File: src/rtl/gpio_cfg_pkg.sv
// Shared GPIO pad config layout, reset value, settle counter width and sequencer states.
// Definitions only: no latency, no backpressure.
package gpio_cfg_pkg;
    localparam int CFG_W           = 11;
    localparam int DM_LSB          = 0;
    localparam int INP_DIS_BIT     = 3;
    localparam int IB_MODE_SEL_BIT = 4;
    localparam int VTRIP_SEL_BIT   = 5;
    localparam int SLOW_SEL_BIT    = 6;
    localparam int HOLDOVER_BIT    = 7;
    localparam int ANALOG_EN_BIT   = 8;
    localparam int ANALOG_SEL_BIT  = 9;
    localparam int ANALOG_POL_BIT  = 10;

    localparam logic [CFG_W-1:0] RST_CFG = 11'h001;
    localparam int               CNT_W   = 8;

    typedef enum logic [1:0] {
        ST_IDLE     = 2'd0,
        ST_ISO_WAIT = 2'd1,
        ST_SETTLE   = 2'd2
    } state_t;
endpackage

File: src/rtl/gpio_cfg_settle_timer.sv
// Loadable down-counter with zero flag; a load lands one edge later, zero is combinational.
// Holds at zero, so it can never wrap; no backpressure.
module gpio_cfg_settle_timer
    import gpio_cfg_pkg::*;
(
    input  logic             clk,
    input  logic             rst,
    input  logic             i_load,
    input  logic [CNT_W-1:0] i_load_val,
    input  logic             i_dec,
    output logic             o_zero
);
    logic [CNT_W-1:0] r_count;

    always_ff @(posedge clk) begin
        if (rst) begin
            r_count <= '0;
        end else if (i_load) begin
            r_count <= i_load_val;
        end else if (i_dec && (r_count != '0)) begin
            r_count <= r_count - CNT_W'(1);
        end
    end

    assign o_zero = (r_count == '0);
endmodule

File: src/rtl/gpio_pad_cfg_seq.sv
// Per-pad config store that isolates a pad, writes its config and settles before release.
// Write takes 2*SETTLE_CYCLES edges; cmd_ready is low while busy, the requester holds cmd_valid.
module gpio_pad_cfg_seq
    import gpio_cfg_pkg::*;
#(
    parameter int NUM_PADS      = 44,
    parameter int SETTLE_CYCLES = 4
) (
    input  logic                wb_clk_i,
    input  logic                wb_rst_i,
    input  logic                cmd_valid,
    output logic                cmd_ready,
    input  logic [5:0]          cmd_pad,
    input  logic [CFG_W-1:0]    cmd_cfg,
    output logic                done,
    output logic                err,
    output logic                busy,
    input  logic [5:0]          rd_pad,
    output logic [CFG_W-1:0]    rd_cfg,
    input  logic [NUM_PADS-1:0] user_oeb,
    output logic [NUM_PADS-1:0] gpio_oeb,
    output logic [NUM_PADS-1:0] gpio_dm2,
    output logic [NUM_PADS-1:0] gpio_dm1,
    output logic [NUM_PADS-1:0] gpio_dm0,
    output logic [NUM_PADS-1:0] gpio_inp_dis,
    output logic [NUM_PADS-1:0] gpio_ib_mode_sel,
    output logic [NUM_PADS-1:0] gpio_vtrip_sel,
    output logic [NUM_PADS-1:0] gpio_slow_sel,
    output logic [NUM_PADS-1:0] gpio_holdover,
    output logic [NUM_PADS-1:0] gpio_analog_en,
    output logic [NUM_PADS-1:0] gpio_analog_sel,
    output logic [NUM_PADS-1:0] gpio_analog_pol
);
    localparam logic [6:0]       NUM_PADS_W    = 7'(NUM_PADS);
    localparam logic [CNT_W-1:0] SETTLE_RELOAD = CNT_W'(SETTLE_CYCLES - 1);

    state_t               r_state;
    state_t               w_state_nxt;
    logic [CFG_W-1:0]     r_cfg [NUM_PADS];
    logic [NUM_PADS-1:0]  r_iso_mask;
    logic [5:0]           r_pad;
    logic [CFG_W-1:0]     r_new_cfg;
    logic                 r_done;
    logic                 r_err;
    logic [CFG_W-1:0]     r_rd_cfg;

    logic                 w_pad_ok;
    logic                 w_rd_ok;
    logic                 w_same_cfg;
    logic [NUM_PADS-1:0]  w_iso_onehot;
    logic                 w_accept;
    logic                 w_start;
    logic                 w_cfg_wr;
    logic                 w_iso_clr;
    logic                 w_done_nxt;
    logic                 w_err_nxt;
    logic                 w_tmr_load;
    logic                 w_tmr_dec;
    logic                 w_tmr_zero;

    assign w_pad_ok     = ({1'b0, cmd_pad} < NUM_PADS_W);
    assign w_rd_ok      = ({1'b0, rd_pad} < NUM_PADS_W);
    assign w_same_cfg   = w_pad_ok && (r_cfg[cmd_pad] == cmd_cfg);
    assign w_iso_onehot = NUM_PADS'(1) << cmd_pad;

    gpio_cfg_settle_timer u_timer (
        .clk        (wb_clk_i),
        .rst        (wb_rst_i),
        .i_load     (w_tmr_load),
        .i_load_val (SETTLE_RELOAD),
        .i_dec      (w_tmr_dec),
        .o_zero     (w_tmr_zero)
    );

    always_ff @(posedge wb_clk_i) begin
        if (wb_rst_i) r_state <= ST_IDLE;
        else          r_state <= w_state_nxt;
    end

    always_comb begin
        w_state_nxt = r_state;
        w_accept    = 1'b0;
        w_start     = 1'b0;
        w_cfg_wr    = 1'b0;
        w_iso_clr   = 1'b0;
        w_done_nxt  = 1'b0;
        w_err_nxt   = 1'b0;
        w_tmr_load  = 1'b0;
        w_tmr_dec   = 1'b0;
        case (r_state)
            ST_IDLE: begin
                if (cmd_valid) begin
                    w_accept = 1'b1;
                    if (!w_pad_ok) begin
                        w_err_nxt = 1'b1;
                    end else if (w_same_cfg) begin
                        w_done_nxt = 1'b1;
                    end else begin
                        w_start     = 1'b1;
                        w_tmr_load  = 1'b1;
                        w_state_nxt = ST_ISO_WAIT;
                    end
                end
            end
            ST_ISO_WAIT: begin
                if (w_tmr_zero) begin
                    w_cfg_wr    = 1'b1;
                    w_tmr_load  = 1'b1;
                    w_state_nxt = ST_SETTLE;
                end else begin
                    w_tmr_dec = 1'b1;
                end
            end
            ST_SETTLE: begin
                if (w_tmr_zero) begin
                    w_iso_clr   = 1'b1;
                    w_done_nxt  = 1'b1;
                    w_state_nxt = ST_IDLE;
                end else begin
                    w_tmr_dec = 1'b1;
                end
            end
            default: w_state_nxt = ST_IDLE;
        endcase
    end

    always_ff @(posedge wb_clk_i) begin
        if (wb_rst_i) begin
            for (int i = 0; i < NUM_PADS; i++) r_cfg[i] <= RST_CFG;
            r_iso_mask <= '0;
            r_pad      <= '0;
            r_new_cfg  <= '0;
            r_done     <= 1'b0;
            r_err      <= 1'b0;
            r_rd_cfg   <= '0;
        end else begin
            r_done <= w_done_nxt;
            r_err  <= w_err_nxt;
            if (w_accept) begin
                r_pad     <= cmd_pad;
                r_new_cfg <= cmd_cfg;
            end
            // Only one pad is ever in flight, so release clears the whole mask.
            if (w_start)        r_iso_mask <= w_iso_onehot;
            else if (w_iso_clr) r_iso_mask <= '0;
            if (w_cfg_wr) r_cfg[r_pad] <= r_new_cfg;
            r_rd_cfg <= w_rd_ok ? r_cfg[rd_pad] : '0;
        end
    end

    assign cmd_ready = (r_state == ST_IDLE);
    assign busy      = (r_state != ST_IDLE);
    assign done      = r_done;
    assign err       = r_err;
    assign rd_cfg    = r_rd_cfg;
    assign gpio_oeb  = user_oeb | r_iso_mask;

    for (genvar gi = 0; gi < NUM_PADS; gi++) begin : g_pad
        assign gpio_dm0[gi]         = r_cfg[gi][DM_LSB];
        assign gpio_dm1[gi]         = r_cfg[gi][DM_LSB+1];
        assign gpio_dm2[gi]         = r_cfg[gi][DM_LSB+2];
        assign gpio_inp_dis[gi]     = r_cfg[gi][INP_DIS_BIT];
        assign gpio_ib_mode_sel[gi] = r_cfg[gi][IB_MODE_SEL_BIT];
        assign gpio_vtrip_sel[gi]   = r_cfg[gi][VTRIP_SEL_BIT];
        assign gpio_slow_sel[gi]    = r_cfg[gi][SLOW_SEL_BIT];
        assign gpio_holdover[gi]    = r_cfg[gi][HOLDOVER_BIT];
        assign gpio_analog_en[gi]   = r_cfg[gi][ANALOG_EN_BIT];
        assign gpio_analog_sel[gi]  = r_cfg[gi][ANALOG_SEL_BIT];
        assign gpio_analog_pol[gi]  = r_cfg[gi][ANALOG_POL_BIT];
    end
endmodule

File: config.mk
export PLATFORM = sky130hd
export DESIGN_NAME = gpio_pad_cfg_seq
export DESIGN_NICKNAME = d
export VERILOG_FILES = /design/src/rtl/gpio_cfg_pkg.sv /design/src/rtl/gpio_cfg_settle_timer.sv /design/src/rtl/gpio_pad_cfg_seq.sv
export SDC_FILE = /design/constraint.sdc
export NUM_CORES = 1
export LEC_CHECK = 0
export CORE_MARGIN = 2
export CORE_UTILIZATION = 49
export DETAILED_ROUTE_END_ITERATION = 7
export MAX_ROUTING_LAYER = met4
export PLACE_DENSITY = 0.79
export SLEW_MARGIN = 20
export SYNTH_ARGS = -nofsm -noshare
export SYNTH_HDL_FRONTEND = slang
export SYNTH_HIERARCHICAL = 1
export SYNTH_SLANG_ARGS = --single-unit
File: constraint.sdc
create_clock -name wb_clk_i -period 4.4 [get_ports wb_clk_i]
set_input_delay 1.32 -clock wb_clk_i [delete_from_list [all_inputs] [get_ports wb_clk_i]]
set_output_delay 1.32 -clock wb_clk_i [all_outputs]
set_load 0.005 [all_outputs]
* After elaboration in Yosys (flattened, before gate mapping)
Memories as Yosys holds them, arrays and structs flattened. A register that Yosys moved wholly into a read port is not among the register bits.
Cells that the tools add are included.
** Operators by class
- $add $sub $neg :: 1
- Magnitude comparators :: 2
- Eq/ne operators :: 8
- Shift operators :: 1
- Muxes and demuxes :: 35
- Bitwise operators :: 4
- Reductions and logical operators :: 14
** Operators with widths (number)
- 44-bit two-way mux :: 2
- 44-bit bitwise OR :: 1
- 1-bit by 6-bit left shift with 44-bit output, first input constant :: 1
- 1-bit two-way mux :: 21
- 2-bit two-way mux :: 7
- 6-bit < comparator, second input constant :: 2
- 11-bit equality test :: 1
- 11-bit two-way mux :: 1
- 11-bit OR reduction :: 1
- 8-bit zero test :: 1
- 8-bit nonzero test :: 1
- 8-bit by 1-bit subtractor with 8-bit output, second input constant :: 1
- 6-bit two-way mux :: 1
- 2-bit by 1-bit inequality test with 1-bit output, second input constant :: 3
- 2-bit one-hot mux with 3 select lines :: 1
- 2-bit nonzero test :: 3
- 2-bit OR reduction :: 3
- 5-bit AND reduction :: 1
- 2-bit inequality test, second input constant :: 2
- 1-bit one-hot mux with 2 select lines :: 2
- 1-bit NOT :: 3
- 3-bit OR reduction :: 1
- 2-bit by 1-bit equality test with 1-bit output, second input constant :: 1
- 2-bit equality test, second input constant :: 1
- other kinds (2) :: 3
** Word-level totals
- Register bits after elaboration :: 73
- Memory bits (writable) :: 484
- Input port bits :: 70
- Output and inout bits :: 543
- Word-level logic and storage cells :: 74
- Memories kept :: 1
** Memories
- r_cfg :: words 44, bits a word 11, rd ports 46, clocked after Yosys merged registers in 1, write ports 44, RTL line gpio_pad_cfg_seq.sv:39 : logic [CFG_W-1:0] r_cfg [NUM_PADS];

* Logic depth before layout (Yosys ltp)
Gate-level depths: netlist of run 1.
- Depth in word-level cells :: 8
- Mapped depth :: 19
- Mapped depth without buffers :: 12

* By module
The synthesis of run 1 kept the hierarchy.
** Modules (own cells, without submodules)
- gpio_pad_cfg_seq :: instances 1, cells an instance 2493, area each 38295.5 sq um, seq. area each 22661.7 sq um
- gpio_cfg_settle_timer :: instances 1, cells an instance 59, area each 515.5 sq um, seq. area each 160.2 sq um

* Worst setup path after synthesis of run 1
No wires, ideal clock.
- Path type :: input to register
- Start :: input port cmd_pad[1]
- End :: register u_timer.r_count[2]
- Setup time :: 0.070 ns
- Data arrival time :: 4.573 ns
- Slack :: -0.244 ns
- Stages on the path :: 15
- Path through :: buf_6 -> buf_6 -> buf_6 -> buf_4 -> mux4_2 -> mux4_2 -> o211ai_1 -> o311ai_0 -> xnor2_1 -> nand3_1 -> nor3_4 -> o21ai_0 -> clkbuf_1 -> or3_2 -> a21oi_1
** On the way
- Cells in the longest elaborated chain, start to end :: 8
- Elaborated cells on any way between the ends :: 9
- Classes of those cells :: 1 x order compare; 1 x eq/ne; 4 x mux; 2 x reduce/logical; 1 x memory
** Ends and longest elaborated chain
- start: declaration :: RTL line gpio_pad_cfg_seq.sv:13 : input logic [5:0] cmd_pad,
- memory read 44 x 11 bit
- 11-bit equality test :: RTL line gpio_pad_cfg_seq.sv:63 : assign w_same_cfg = w_pad_ok && (r_cfg[cmd_pad] == cmd_cfg);
- 1-bit logical AND :: RTL line gpio_pad_cfg_seq.sv:63
- 1-bit two-way mux :: RTL line gpio_pad_cfg_seq.sv:96 : end else if (w_same_cfg) begin
- 1-bit two-way mux * :: RTL line gpio_pad_cfg_seq.sv:94 : if (!w_pad_ok) begin
- 1-bit two-way mux * :: RTL line gpio_pad_cfg_seq.sv:92 : if (cmd_valid) begin
- 1-bit one-hot mux with 2 select lines * :: RTL line gpio_pad_cfg_seq.sv:90 : case (r_state)
- net w_tmr_load :: RTL line gpio_pad_cfg_seq.sv:57 : logic w_tmr_load;
- 2-bit OR reduction (no source line) *
- end signal: assignment :: RTL line gpio_cfg_settle_timer.sv:19 : r_count <= i_load_val;
- end signal: assignment :: RTL line gpio_cfg_settle_timer.sv:21 : r_count <= r_count - CNT_W'(1);
- end: declaration :: RTL line gpio_cfg_settle_timer.sv:13 : logic [CNT_W-1:0] r_count;
Mark *: on every way through the listed nets, which the timed path passes. The rest lies on a longest branch.
A chain may end at the register's enable or synchronous reset.

* Final worst setup path of run 1
- Start :: input port cmd_pad[1]
- End :: register u_timer.r_count[4]
Same word-level chain as after synthesis.

==> impl_metrics.json, run 1 <==
{
  "status": "completed",
  "tritoncts": "yes",
  "cp_max_fo": 22,
  "ys_top_cells_by_count": "edfxtp_1 (704), and2_1 (452), mux4_2 (290), clkbuf_1 (131), nor2_1 (100)",
  "hpwl_um": 120000,
  "avgSynthCellArea_sq_um": 15.2,
  "ir_drop_mv": 0.252,
  "grt_use_met3_pct": 10.4,
  "antenna_found_initial": 10,
  "p_sw_share_pct": 26.0,
  "clk_pin_slew_ps": 60,
  "whs_endpoint": "r_iso_mask[15]",
  "pwr-share-seq_pct": 47.2,
  "yosysMostFrequentCell": "edfxtp_1",
  "multiInputGateArea_sq_um": 15000,
  "setup_viol": 0,
  "clkPwrFrac_pct": 38.9,
  "synth_warnings": 6,
  "worst_clock_skew_ps": 29.3,
  "clock_sinks": 788,
  "top_usage_layer": "met2",
  "crit_path_end_kind": "register",
  "yosysUniqueCellTypes": 83,
  "cts_hold_buf": 0,
  "area_growth_pct": 32.3,
  "nNetsFinal": 3495,
  "dieArea_sq_um": 81500,
  "min_period_over_period_pct": 99.0,
  "p_per_area_nw_per_um2": 355,
  "synth_top_area_share_pct": 54.5,
  "critical_path_class": "primary input to register",
  "wl_per_cell_um": 36.3,
  "cts_buffer_depth": 3,
  "yosysTopAreaCell": "edfxtp_1",
  "place_area_sq_um": 48200,
  "die_width_um": 285,
  "synthCells": 2552,
  "core_sq_um": 78700,
  "use_met2_pct": 62.3,
  "hold_violations": 0,
  "ys.flop_type": "edfxtp_1",
  "hold_depth": 1,
  "overflow": 0,
  "layout-drive-gt1-share_pct": 26.7,
  "maxCapViolCount": 0,
  "r2r.worst_path.cells": 13,
  "port_buffers": 612,
  "synth_area_leaders": "edfxtp_1 (54%), mux4_2 (17%), and2_1 (7.3%)",
  "routed_wl_um": 165000,
  "hold_path_class": "register to register",
  "regToRegSetupSlack_ps": 550,
  "p_sw_mw": 4.75,
  "drt_iter0_markers": 5259,
  "cts_root_buf": "clkbuf_16",
  "vias": 30600,
  "slew_headroom_pct": 33.1,
  "synth_seq_cells": 788,
  "fin_crit_ps": 4350,
  "hp-start": "r_iso_mask[15]",
  "ioPinCount": 613,
  "start_util_pct": 49.3,
  "ys_seq_area_share_pct": 58.8,
  "fmax_mhz": 230,
  "rows": 103,
  "routabilityCongestion": 1.10,
  "fillers": 5530,
  "grt_pass1_vias": 29500,
  "slew_violations": 0,
  "tns_ps": 0,
  "die_y_um": 285,
  "crit_path_start_kind": "primary input",
  "viasPerCell": 6.72,
  "regArea_sq_um": 22800,
  "drc": 0,
  "grtUsageTotal_pct": 40.6,
  "synthArstFlopShare_pct": 0,
  "use_met1_pct": 49.9,
  "tightest_slew_ps": 1000,
  "final_cell_area_sq_um": 51400,
  "worstSkewPairLatency_ps": 650,
  "synth_edf_count": 704,
  "cts_max_level": 3,
  "p_int_mw": 13.5,
  "postRouteAntennaNets": 0,
  "grt_start_max_net_pins": 66,
  "grt_pass1_wl_um": 225000,
  "p_leak_nw": 18.3,
  "rr_endpoint": "u_timer/r_count[4]",
  "r2r-start": "r_cfg[3][10]",
  "critPathArrivalTime_ps": 4930,
  "hold_slack_ps": 474,
  "cp_data_required_time_ps": 4970,
  "numCtsBuffers": 82,
  "combPwrFrac_pct": 13.9,
  "first_pass_iters": 8,
  "synth_area_sq_um": 38800
}
==> how the worst max path moves through the flow <==
stage	start	to	slack (ps)	cells past startpoint
floorplan	cmd_pad[1]	u_timer/r_count[2]	-20	16
global placement	cmd_pad[0]	r_iso_mask[33]	-890	14
detailed placement	cmd_pad[0]	r_iso_mask[17]	-960	14
CTS	cmd_pad[0]	u_timer/r_count[4]	1	18
global route	cmd_pad[2]	u_timer/r_count[4]	-4	18
finish	cmd_pad[1]	u_timer/r_count[4]	50	15
==> registers in the layout, indices dropped and copies added, names as in the netlist <==
register and count:
done 1, err 1, r_cfg 704, r_iso_mask 44
r_new_cfg 11, r_pad 6, r_state 2, rd_cfg 11
u_timer/r_count 8
==> metal layers <==
layer,wire length (um),vias to the layer above
li1,-,11700
met1,53400,15200
met2,76800,3050
met3,23700,600
met4,11000,0
met5,0,-
==> cell usage in the layout, fill, tap and decap left out, types with 10 or more instances in the layout <==
cell type,count
a21oi_1,35
a22o_1,44
a22oi_1,22
and2_1,452
buf_12,26
buf_4,335
clkbuf_1,12
clkbuf_16,89
clkdlybuf4s50_1,603
clkinv_2,15
clkinvlp_4,10
dfxtp_1,75
diode_2,10
edfxtp_1,704
inv_1,22
mux2_2,36
mux2i_1,79
mux4_2,294
nand2_1,66
nand3_1,20
nor2_1,100
nor3_1,15
o211ai_1,12
o21ai_0,33
o21ai_1,26
o22ai_1,43
or2_2,46
or3_1,54
==> cells by family after synthesis <==
family	count (synthesis)	synth area share, %
multiplexers	415	20.5
XOR/XNOR	10	0.226
other	2	0.0194
adder cells (fa/ha/maj)	5	0.161
AND/OR/NAND/NOR	823	12.3
AO/OA/AOI/OAI	280	5.02
flip-flops	788	58.8
buffers and inverters	229	3.03
==> power groups by stage <==
stage	Sequential (mW)	Combinational (mW)	Clock, mW
3_5_place_dp	8.74	2.40	0
5_1_grt	8.60	2.58	7.36
6_report	8.61	2.53	7.09
2_1_floorplan	8.64	1.13	0
3_3_place_gp	8.74	2.37	0
4_1_cts	8.59	2.43	7.09
==> through the flow <==
| stage | instances | worst slack [ps] | utilization, % | total power, mW |
|---|---|---|---|---|
| after global placement | 4369 | -887 | 61.3 | 11.1 |
| after global routing | 4548 | -3.64 | 65.2 | 18.5 |
| after floorplan | 2558 | -21.3 | - | 9.77 |
| after detailed placement | 4369 | -963 | 61.3 | 11.1 |
| final | 4549 | 46.2 | 65.2 | 18.2 |
| after CTS | 4523 | 1.05 | 64.9 | 18.1 |
==> worst max-delay path, cell delays in order <==
cell      delay [ps]
buf_16           210
buf_4            270
mux4_2           330
mux4_2           500
o211ai_1         470
o311ai_0         280
xnor2_1          200
nand3_1          170
nor3_4           300
o21ai_2          140
buf_4            160
buf_4            140
nor3b_1          190
a21oi_1           60
a21oi_1          150
==> final cells by class <==
class / count / area share [%]
Inverter: 25 / 0.183
Clock buffer: 104 / 4.42
Clock inverter: 49 / 0.884
Timing Repair Buffer: 982 / 18.3
Antenna cell: 10 / 0.0487
Tap cell: 1050 / 2.56
Multi-Input combinational cell: 1541 / 29.2
Sequential cell: 788 / 44.5
==> repair_timing <==
| item | in CTS | in global routing |
|---|---|---|
| buffers inserted | 0 | 13 |
| cloned | 1 | 3 |
| endpoints found under the hold margin | 0 | 0 |
| pin swaps | 1 | 5 |
| setup endpoints to repair | 52 | 52 |
| resized for setup | 13 | 20 |
Power figures use the tool's default switching activity.
==> inputs of run 2 (changes only) <==
- CORE_ASPECT_RATIO: default -> 1.2
- CORE_MARGIN: 2 -> default
==> run 2 against run 1 <==
Clock power rose by 4.7%. Largest power group unchanged. Maximum frequency fell by 0.72%. Die area fell by 1.4%. Power rose by 1.6%. Via count fell by 0.37%. Sequential power barely moved. Highest routed layer unchanged. Worst setup slack got worse by 31 ps.
==> impl_metrics.json, run 2 (synthesized netlist as in run 1, its figures left out) <==
{
  "crit_chain": "buf_4, buf_12, buf_4, buf_4, nor2_1, buf_4, a2bb2oi_1, nand4_1, o2111a_1, nor3_1, nor4b_2, nand4_1, nor3_4, o21ai_2, or4_4, o211ai_1",
  "pwr-share-seq_pct": 46.5,
  "rsz0062_at_grt": "true",
  "fmax_mhz": 228,
  "hold_violations": 0,
  "p_leak_nw": 18.1,
  "wl_met2_um": 77200,
  "crit_path_end_kind": "register",
  "status": "completed",
  "first_pass_iters": 6,
  "wl_met3_um": 23300,
  "fin_crit_ps": 4390,
  "worstSkewPairLatency_ps": 660,
  "clock_sinks": 788,
  "p_sw_mw": 4.75,
  "regArea_sq_um": 22800,
  "crit_path_start_kind": "primary input",
  "cpMaxStageDelayCell": "or4_4",
  "max_stage_delay_ps": 570,
  "overflow": 0,
  "slew_headroom_pct": 26.8,
  "worst_clock_skew_ps": 33.4,
  "grt_pass1_vias": 29500,
  "routabilityCongestion": 1.10,
  "largest_reg_flops": 704,
  "p_per_area_nw_per_um2": 363,
  "layout-drive-gt1-share_pct": 26.0,
  "numCtsBuffers": 79,
  "ir_drop_mv": 0.246,
  "setup_viol": 0,
  "tightest_slew_ps": 1100,
  "dr.max_layer_used": "met4",
  "clkPwrFrac_pct": 40.0,
  "combPwrFrac_pct": 13.4,
  "layout_common_cells": "edfxtp_1 (704), clkdlybuf4s50_1 (603), and2_1 (452)",
  "fillers": 5434,
  "grt_pass1_wl_um": 227000,
  "postRouteAntennaNets": 0,
  "clk_pin_slew_ps": 70,
  "grt_start_max_net_pins": 66,
  "maxCapViolCount": 0,
  "slew_violations": 0,
  "wl_per_cell_um": 37.2,
  "cp_top_family": "simple AND/OR/NAND/NOR gates",
  "p_sw_share_pct": 25.6,
  "vias": 30400,
  "die_y_um": 310,
  "final_common_cell": "edfxtp_1",
  "area_growth_pct": 31.5,
  "ioPinCount": 613,
  "core_sq_um": 78100,
  "drt_iter0_markers": 5296,
  "nNetsFinal": 3452,
  "critPathArrivalTime_ps": 4950,
  "multiInputGateArea_sq_um": 15000,
  "antenna_found_initial": 10,
  "routed_wl_um": 167000,
  "rows": 112,
  "critical_path_class": "primary input to register",
  "crit_buf_inv": 5,
  "p_int_mw": 13.8,
  "hpwl_um": 122000,
  "port_buffers": 612,
  "cts_max_level": 3,
  "grtUsageTotal_pct": 42.2,
  "viasPerCell": 6.80,
  "wl_met1_um": 52400,
  "cp_data_required_time_ps": 4970,
  "cp_common_cell": "buf_4",
  "cts_root_buf": "clkbuf_16",
  "reg.largest.list": "r_cfg x704, r_iso_mask x44",
  "cp_max_fo": 8,
  "die_width_um": 259,
  "start_util_pct": 49.7,
  "drc": 0,
  "min_period_over_period_pct": 99.7,
  "hold_path_class": "register to register",
  "hold_slack_ps": 476,
  "cts_buffer_depth": 3,
  "dieArea_sq_um": 80300,
  "tritoncts": "yes",
  "tns_ps": 0,
  "regMostFlops": "r_cfg"
}
==> run 2: cell count changes in the layout (fill, tap and decap cells not counted), moves of 4 or more <==
| cell | previous run | this run |
|---|---|---|
| clkbuf_16 | 89 | 84 |
| clkbuf_1 | 12 | 6 |
| o22ai_2 | 1 | 5 |
| o22ai_1 | 43 | 39 |
| inv_6 | 6 | 2 |
| bufinv_16 | 5 | 13 |
| buf_4 | 335 | 302 |
==> run 2: worst paths after layout <==
kind	depth (start not counted)	slack, ps	from	end
hold reg to reg	1	480	r_iso_mask[31]	r_iso_mask[31]
hold / removal	1	480	r_iso_mask[31]	r_iso_mask[31]
setup reg to reg	7	400	u_timer/r_count[2]	r_cfg[42][7]
setup / recovery	16	10	cmd_pad[2]	u_timer/r_count[1]
==> run 2: per-layer routing <==
metal,up-vias,global-route usage [%]
met3,668,10.4
met1,15100,49.7
met4,0,27.6
li1,11600,-
met5,-,-
met2,3028,64.7
==> run 2: cell type report <==
type	count	area share, %
clock buffers	95	4.25
multi-input cells	1541	29.4
inverters	25	0.184
clock inverters	53	1.30
diodes	9	0.0441
flip-flops and latches	788	44.7
well taps	1026	2.52
repair buffers	942	17.6
==> run 2: metrics by stage <==
stage | std cells | instance area [sq um] | util [%] | worst slack [ps] | power [mW]
after floorplan | 2558 | 38900 | - | -21.3 | 9.77
after global routing | 4479 | 51000 | 65.4 | -29.2 | 18.8
after global placement | 4319 | 48000 | 61.4 | -1020 | 11.1
final | 4479 | 51000 | 65.4 | 14.8 | 18.5
after CTS | 4467 | 50800 | 65.1 | 15.8 | 18.4
after detailed placement | 4319 | 48000 | 61.4 | -1040 | 11.1
==> run 2: timing repair <==
| item | in CTS | in global routing |
|---|---|---|
| setup buffers | 0 | 1 |
| gates cloned | 0 | 2 |
| setup endpoints to repair | 53 | 51 |
| hold buffers | 0 | 0 |
| pin swaps | 1 | 2 |
| resized for setup | 8 | 20 |
==> run 2: power groups by stage <==
stage	registers, mW	logic, mW	clock network [mW]
after detailed placement	8.76	2.38	0
after global placement	8.75	2.34	0
after floorplan	8.64	1.13	0
after CTS	8.61	2.40	7.37
final	8.62	2.49	7.42
after global routing	8.62	2.54	7.64
